==> src/rtl/pipe_stall_ctrl_if.sv <==
// Hazard/stall bundle between the MIPS datapath (master) and the stall controller (slave).
interface pipe_stall_ctrl_if;
    logic       div_reqE;
    logic       div_readyE;
    logic       MemtoRegE;
    logic       RegWriteE;
    logic [4:0] writeregE;
    logic [4:0] rsD;
    logic [4:0] rtD;
    logic       dmem_wait;
    logic       exc_flush;
    logic       stallF;
    logic       stallD;
    logic       stallE;
    logic       stallM;
    logic       flushD;
    logic       flushE;
    logic       flushM;
    logic       div_start;
    logic       div_cancel;
    logic       div_timeout;

    modport master (
        output div_reqE, div_readyE, MemtoRegE, RegWriteE, writeregE, rsD, rtD,
               dmem_wait, exc_flush,
        input  stallF, stallD, stallE, stallM, flushD, flushE, flushM,
               div_start, div_cancel, div_timeout
    );

    modport slave (
        input  div_reqE, div_readyE, MemtoRegE, RegWriteE, writeregE, rsD, rtD,
               dmem_wait, exc_flush,
        output stallF, stallD, stallE, stallM, flushD, flushE, flushM,
               div_start, div_cancel, div_timeout
    );
endinterface

==> src/rtl/pipe_stall_ctrl.sv <==
// Stall/flush controller for the 5-stage MIPS pipe: divider BUSY/DONE sequencing with watchdog,
// load-use interlock, data-memory freeze and exception flush.
module pipe_stall_ctrl #(
    parameter int DIV_MAX_CYC = 40,
    parameter int CNT_W       = 6
) (
    input  logic               clk,
    input  logic               reset,
    pipe_stall_ctrl_if.slave   bus
);

    typedef enum logic [1:0] {
        S_IDLE = 2'd0,
        S_BUSY = 2'd1,
        S_DONE = 2'd2
    } state_t;

    localparam logic [CNT_W-1:0] CNT_LAST = CNT_W'(DIV_MAX_CYC - 1);

    state_t           r_state;
    state_t           w_state_next;
    logic [CNT_W-1:0] r_cnt;
    logic [CNT_W-1:0] w_cnt_next;
    logic             r_div_timeout;
    logic             w_timeout_next;

    logic             w_lu;
    logic             w_div_stall;
    logic             w_div_bubble;
    logic             w_div_start;
    logic             w_div_cancel;

    assign w_lu = bus.MemtoRegE && bus.RegWriteE && (bus.writeregE != 5'd0) &&
                  ((bus.writeregE == bus.rsD) || (bus.writeregE == bus.rtD));

    always_ff @(posedge clk or negedge reset) begin
        if (!reset) begin
            r_state       <= S_IDLE;
            r_cnt         <= '0;
            r_div_timeout <= 1'b0;
        end else begin
            r_state       <= w_state_next;
            r_cnt         <= w_cnt_next;
            r_div_timeout <= w_timeout_next;
        end
    end

    always_comb begin
        w_state_next   = r_state;
        w_cnt_next     = r_cnt;
        w_timeout_next = 1'b0;
        w_div_stall    = 1'b0;
        w_div_bubble   = 1'b0;
        w_div_start    = 1'b0;
        w_div_cancel   = 1'b0;

        case (r_state)
            S_IDLE: begin
                if (bus.div_reqE) begin
                    w_div_start  = 1'b1;
                    w_state_next = S_BUSY;
                    w_cnt_next   = '0;
                end
            end
            S_BUSY: begin
                w_div_stall  = 1'b1;
                w_div_bubble = 1'b1;
                if (r_cnt != CNT_LAST) begin
                    w_cnt_next = r_cnt + 1'b1;
                end
                if (bus.div_readyE) begin
                    w_state_next = S_DONE;
                end else if (r_cnt == CNT_LAST) begin
                    w_state_next   = S_IDLE;
                    w_timeout_next = 1'b1;
                    w_div_cancel   = 1'b1;
                    w_cnt_next     = '0;
                end
            end
            S_DONE: begin
                // The div only leaves EX once memory stops freezing the pipe.
                if (!bus.dmem_wait) begin
                    w_state_next = S_IDLE;
                end
            end
            default: begin
                w_state_next = S_IDLE;
                w_cnt_next   = '0;
            end
        endcase

        if (bus.exc_flush) begin
            w_state_next   = S_IDLE;
            w_cnt_next     = '0;
            w_timeout_next = 1'b0;
            w_div_start    = 1'b0;
            w_div_cancel   = (r_state == S_BUSY);
        end
    end

    always_comb begin
        bus.stallF = w_div_stall | w_lu;
        bus.stallD = w_div_stall | w_lu;
        bus.stallE = w_div_stall;
        bus.stallM = 1'b0;
        bus.flushD = 1'b0;
        // ID/EX is already held by the divider, so a load-use bubble there would lose the instruction.
        bus.flushE = w_lu & ~w_div_stall;
        bus.flushM = w_div_bubble;

        if (bus.exc_flush) begin
            bus.stallF = 1'b0;
            bus.stallD = 1'b0;
            bus.stallE = 1'b0;
            bus.stallM = 1'b0;
            bus.flushD = 1'b1;
            bus.flushE = 1'b1;
            bus.flushM = 1'b1;
        end else if (bus.dmem_wait) begin
            bus.stallF = 1'b1;
            bus.stallD = 1'b1;
            bus.stallE = 1'b1;
            bus.stallM = 1'b1;
            bus.flushD = 1'b0;
            bus.flushE = 1'b0;
            bus.flushM = 1'b0;
        end
    end

    assign bus.div_start   = w_div_start;
    assign bus.div_cancel  = w_div_cancel;
    assign bus.div_timeout = r_div_timeout;

endmodule

==> src/flat_wrapper.sv <==
// flat-port wrapper written by rule: the top's interface ports become plain ports
module pipe_stall_ctrl_flat 
#(
    parameter int DIV_MAX_CYC = 40,
    parameter int CNT_W       = 6
)
  (clk, reset, bus_div_reqE, bus_div_readyE, bus_MemtoRegE, bus_RegWriteE, bus_writeregE, bus_rsD, bus_rtD, bus_dmem_wait, bus_exc_flush, bus_stallF, bus_stallD, bus_stallE, bus_stallM, bus_flushD, bus_flushE, bus_flushM, bus_div_start, bus_div_cancel, bus_div_timeout);
  pipe_stall_ctrl_if bus_i ();
  input  logic clk;
  input  logic reset;
  input wire logic [$bits(bus_i.div_reqE)-1:0] bus_div_reqE;
  input wire logic [$bits(bus_i.div_readyE)-1:0] bus_div_readyE;
  input wire logic [$bits(bus_i.MemtoRegE)-1:0] bus_MemtoRegE;
  input wire logic [$bits(bus_i.RegWriteE)-1:0] bus_RegWriteE;
  input wire logic [$bits(bus_i.writeregE)-1:0] bus_writeregE;
  input wire logic [$bits(bus_i.rsD)-1:0] bus_rsD;
  input wire logic [$bits(bus_i.rtD)-1:0] bus_rtD;
  input wire logic [$bits(bus_i.dmem_wait)-1:0] bus_dmem_wait;
  input wire logic [$bits(bus_i.exc_flush)-1:0] bus_exc_flush;
  output wire logic [$bits(bus_i.stallF)-1:0] bus_stallF;
  output wire logic [$bits(bus_i.stallD)-1:0] bus_stallD;
  output wire logic [$bits(bus_i.stallE)-1:0] bus_stallE;
  output wire logic [$bits(bus_i.stallM)-1:0] bus_stallM;
  output wire logic [$bits(bus_i.flushD)-1:0] bus_flushD;
  output wire logic [$bits(bus_i.flushE)-1:0] bus_flushE;
  output wire logic [$bits(bus_i.flushM)-1:0] bus_flushM;
  output wire logic [$bits(bus_i.div_start)-1:0] bus_div_start;
  output wire logic [$bits(bus_i.div_cancel)-1:0] bus_div_cancel;
  output wire logic [$bits(bus_i.div_timeout)-1:0] bus_div_timeout;
  assign bus_i.div_reqE = bus_div_reqE;
  assign bus_i.div_readyE = bus_div_readyE;
  assign bus_i.MemtoRegE = bus_MemtoRegE;
  assign bus_i.RegWriteE = bus_RegWriteE;
  assign bus_i.writeregE = bus_writeregE;
  assign bus_i.rsD = bus_rsD;
  assign bus_i.rtD = bus_rtD;
  assign bus_i.dmem_wait = bus_dmem_wait;
  assign bus_i.exc_flush = bus_exc_flush;
  assign bus_stallF = bus_i.stallF;
  assign bus_stallD = bus_i.stallD;
  assign bus_stallE = bus_i.stallE;
  assign bus_stallM = bus_i.stallM;
  assign bus_flushD = bus_i.flushD;
  assign bus_flushE = bus_i.flushE;
  assign bus_flushM = bus_i.flushM;
  assign bus_div_start = bus_i.div_start;
  assign bus_div_cancel = bus_i.div_cancel;
  assign bus_div_timeout = bus_i.div_timeout;
  pipe_stall_ctrl #(.DIV_MAX_CYC(DIV_MAX_CYC), .CNT_W(CNT_W)) u_core (.clk(clk), .reset(reset), .bus(bus_i));
endmodule
==> config.mk <==
export PLATFORM = sky130hd
export DESIGN_NAME = pipe_stall_ctrl_flat
export DESIGN_NICKNAME = d
export VERILOG_FILES = /design/src/rtl/pipe_stall_ctrl_if.sv /design/src/rtl/pipe_stall_ctrl.sv /design/src/flat_wrapper.sv
export SDC_FILE = /design/constraint.sdc
export NUM_CORES = 1
export LEC_CHECK = 0
export ABC_AREA = 1
export ABC_CLOCK_PERIOD_IN_PS = 1700
export BUFFER_PORTS_ARGS = -buffer_cell sky130_fd_sc_hd__buf_2
export CAP_MARGIN = 20
export CORE_UTILIZATION = 49
export CTS_BUF_LIST = sky130_fd_sc_hd__clkbuf_8
export DETAILED_ROUTE_END_ITERATION = 16
export PLACE_DENSITY_LB_ADDON = 0.1
export SLEW_MARGIN = 40
export SYNTH_ARGS = -nofsm -noshare
export SYNTH_HDL_FRONTEND = slang
export SYNTH_SLANG_ARGS = --single-unit
==> constraint.sdc <==
create_clock -name clk -period 1.7 [get_ports clk]
set_clock_uncertainty 0.05 [all_clocks]
set_input_delay 0.17 -clock clk [delete_from_list [all_inputs] [get_ports clk]]
set_output_delay 0.17 -clock clk [all_outputs]
set_load 0.02 [all_outputs]
==> impl_metrics.csv <==
group,metric,value,unit
place,io_buffers,32,
hold_path,min-delay-start,"bus_div_readyE",
power,ir_drop,0.528,mV
timing,worst_pin_slew,0.284,ns
timing,setup_ws,0.0524,ns
yosys,synth_cell_type_count,26,
cts,cts_root_buffer,"clkbuf_8",
timing,max_freq,0.607,GHz
hold_path,whs_endpoint,"u_core.r_cnt[0]",
floorplan,die-area,1860,um2
timing,max-slew-margin-rel,81.0,%
routing,finalWirelength,1910,um
global_route,grtUsageMet1,27.1,%
place,placed_area,1000,um2
critical_path,reg2reg_slack,0.15,ns
cts,cts_tree,"done",
floorplan,io_pins,33,
layout,design_area,1080,um2
power,power_density,600,nW/um2
floorplan,initial_core_util,53.7,%
routing,drt_iter0_markers,16,
yosys,syn_avg_cell_area,6.79,um2
critical_path,max_stage_delay,0.38,ns
routing,drt_first_pass_iters,4,
floorplan,row_count,14,
global_route,antenna_found_initial,0,
timing,min_period_over_period,96.9,%
critical_path,reg2reg_to,"u_core.r_cnt[0]",
routing,ant_nets,0,
hold_path,min_path_type,"input port to register",
power,p_leak,0.621,nW
yosys,ys_warn_count,0,
routing,wl_per_cell,10.8,um
critical_path,arrival,1.43,ns
power,power,648,uW
routing,vias_per_cell,5.02,
global_route,grt_usage,24.1,%
global_route,top_usage_layer,"met2",
cts,cts_max_level,1,
yosys,ys_seq_area_share,27.2,%
routing,drc,0,
global_route,grt_use_met3,4.26,%
critical_path,path_cells,"ha_2 > nand2_2 > inv_2 > nand4_4 > o22ai_2 > buf_4",
global_route,grtUsageMet2,45.4,%
critical_path,critPathLaunchType,"register",
flow_run,maxCapViolCount,0,
timing,whs,0.184,ns
layout,post-route-util,70.0,%
yosys,syn_nets,147,
cts,cts_buffer_depth,2,
critical_path,critical_path_class,"register to output pin",
layout,fin_nets,186,
routing,routed-via-count,883,
global_route,grt_max_degree,10,
global_route,grt_pass1_wl,3420,um
hold_path,hold_path_depth,3,
critical_path,cp_max_fo,6,
layout,antenna_cells,0,
timing,period_needed,1.65,ns
cts,cts_made_buffers,3,
critical_path,critPathRequiredTime,1.48,ns
yosys,syn_inst,122,
timing,tns,0,ns
cts,clock_latency,0.23,ns
floorplan,die_x,43.1,um
global_route,grt_pass1_vias,866,
floorplan,die_y,43.1,um
place,dp_cells,169,
place,gp_congestion,0.852,
floorplan,core_region_area,1540,um2
global_route,overflow,0,
place,dp_hpwl,1540,um
yosys,ys_seq_elements,9,
critical_path,crit_path_top_delay_cell,"dfrtp_1",
layout,drive_gt1_share,37.5,%
critical_path,end_kind,"output pin",
timing,setup_viol,0,
critical_path,timing.rr.start,"u_core.r_cnt[1]",
run_status,status,"finished, final reports clean",
timing,rsz0062_at_grt,"yes",
timing,hold_viol,0,
critical_path,ff2ff_path_depth,8,
yosys,synth_area,828,um2
place,preCtsSetupSlack,0.135,ns
timing,finalMaxSlewViolations,0,
cts,clock-sinks,9,
layout,final_cells,176,
layout,area_growth,30.4,%
cts,clkTransAtPathRegs,0.04,ns
cell families after synthesis:
| kind of cell | share of synthesized area, % |
|---|---|
| AO/OA/AOI/OAI | 16.3 |
| flip-flops | 27.2 |
| XOR/XNOR | 3.17 |
| adder cells (fa/ha/maj) | 3.02 |
| buffers and inverters | 14.7 |
| AND/OR/NAND/NOR | 35.6 |
state kept, by name (all words and copies together), names as in the netlist:
| signal | count |
|---|---|
| u_core.bus.div_timeout | 1 |
| u_core.r_cnt | 6 |
| u_core.r_state | 2 |
cells in the final DEF, fill, tap and decap left out, types with 2 or more instances in the layout:
master    instances
buf_2            31
buf_4             4
clkbuf_8          3
dfrtp_1           9
inv_1            22
inv_2             6
nand2_1          31
nand2_2           3
nand3_1           7
nand4_1           2
nor2_1           14
nor2_2            2
o21ai_0           4
o21ai_1           2
o21bai_1          2
o22ai_2           2
xnor2_1           2
power breakdown:
group          internal [mW]  leakage (nW)  total, mW  switching, mW
registers              0.221         0.124      0.227        0.00565
logic                 0.0737         0.470      0.180          0.107
clock network          0.157        0.0269      0.241         0.0843
total                  0.452         0.621      0.648          0.197
synth_stat cells, drive strengths merged:
| cell type | number | share of area, % |
|---|---|---|
| a211oi | 1 | 2.4 |
| a21oi | 2 | 1.2 |
| a32o | 1 | 1.2 |
| buf | 2 | 1.8 |
| clkinv | 1 | 0.60 |
| dfrtp | 9 | 27 |
| ha | 2 | 3.0 |
| inv | 27 | 12 |
| nand2 | 34 | 16 |
| nand3 | 8 | 5.4 |
| nand4 | 3 | 4.1 |
| nor2 | 16 | 7.9 |
| nor3 | 1 | 2.0 |
| o21ai | 7 | 4.7 |
| o21bai | 2 | 1.8 |
| o22ai | 2 | 3.0 |
| o311ai | 1 | 2.0 |
| xnor2 | 2 | 2.1 |
| xor2 | 1 | 1.1 |
metal layers:
metal,routed length (um),part of all wire [%],up-vias
li1,-,-,456
met1,793,42,400
met2,1010,53,25
met3,91,4.8,2
met4,8,0.42,0
met5,0,0,-
cell type report:
type | count | area, um2
Fill cell | 131 | 462
Inverter | 28 | 106
Sequential cell | 9 | 225
Clock buffer | 3 | 41.3
Timing Repair Buffer | 36 | 195
Clock inverter | 1 | 3.75
Multi-Input combinational cell | 83 | 488
Tap cell | 16 | 20.0
worst max-delay path, delay by kind of cell, from the launching register on:
family | cells | cell delay [ns]
flops | 1 | 0.38
buf+inv | 2 | 0.25
fa+ha+maj | 1 | 0.21
simple gates | 2 | 0.19
compound gates | 1 | 0.16
worst max path at each step:
stage | to | slack, ns | from | depth (start not counted)
2_1_floorplan | bus_stallF | 0.03 | u_core.r_state[0] | 6
3_3_place_gp | u_core.r_cnt[0] | 0.21 | u_core.r_cnt[0] | 8
3_5_place_dp | u_core.r_cnt[0] | 0.14 | u_core.r_cnt[0] | 8
4_1_cts | bus_div_cancel | 0.01 | u_core.r_cnt[0] | 6
5_1_grt | bus_div_cancel | -0.02 | u_core.r_cnt[1] | 6
6_report | bus_div_cancel | 0.05 | u_core.r_cnt[1] | 6
timing repair:
action                                 in CTS  in global routing
hold buffers                                1                  0
setup endpoints to repair                   0                  4
endpoints found under the hold margin       9                  0
resized for setup                           0                  2
buffers inserted                            0                  2
Power figures use the tool's default switching activity.
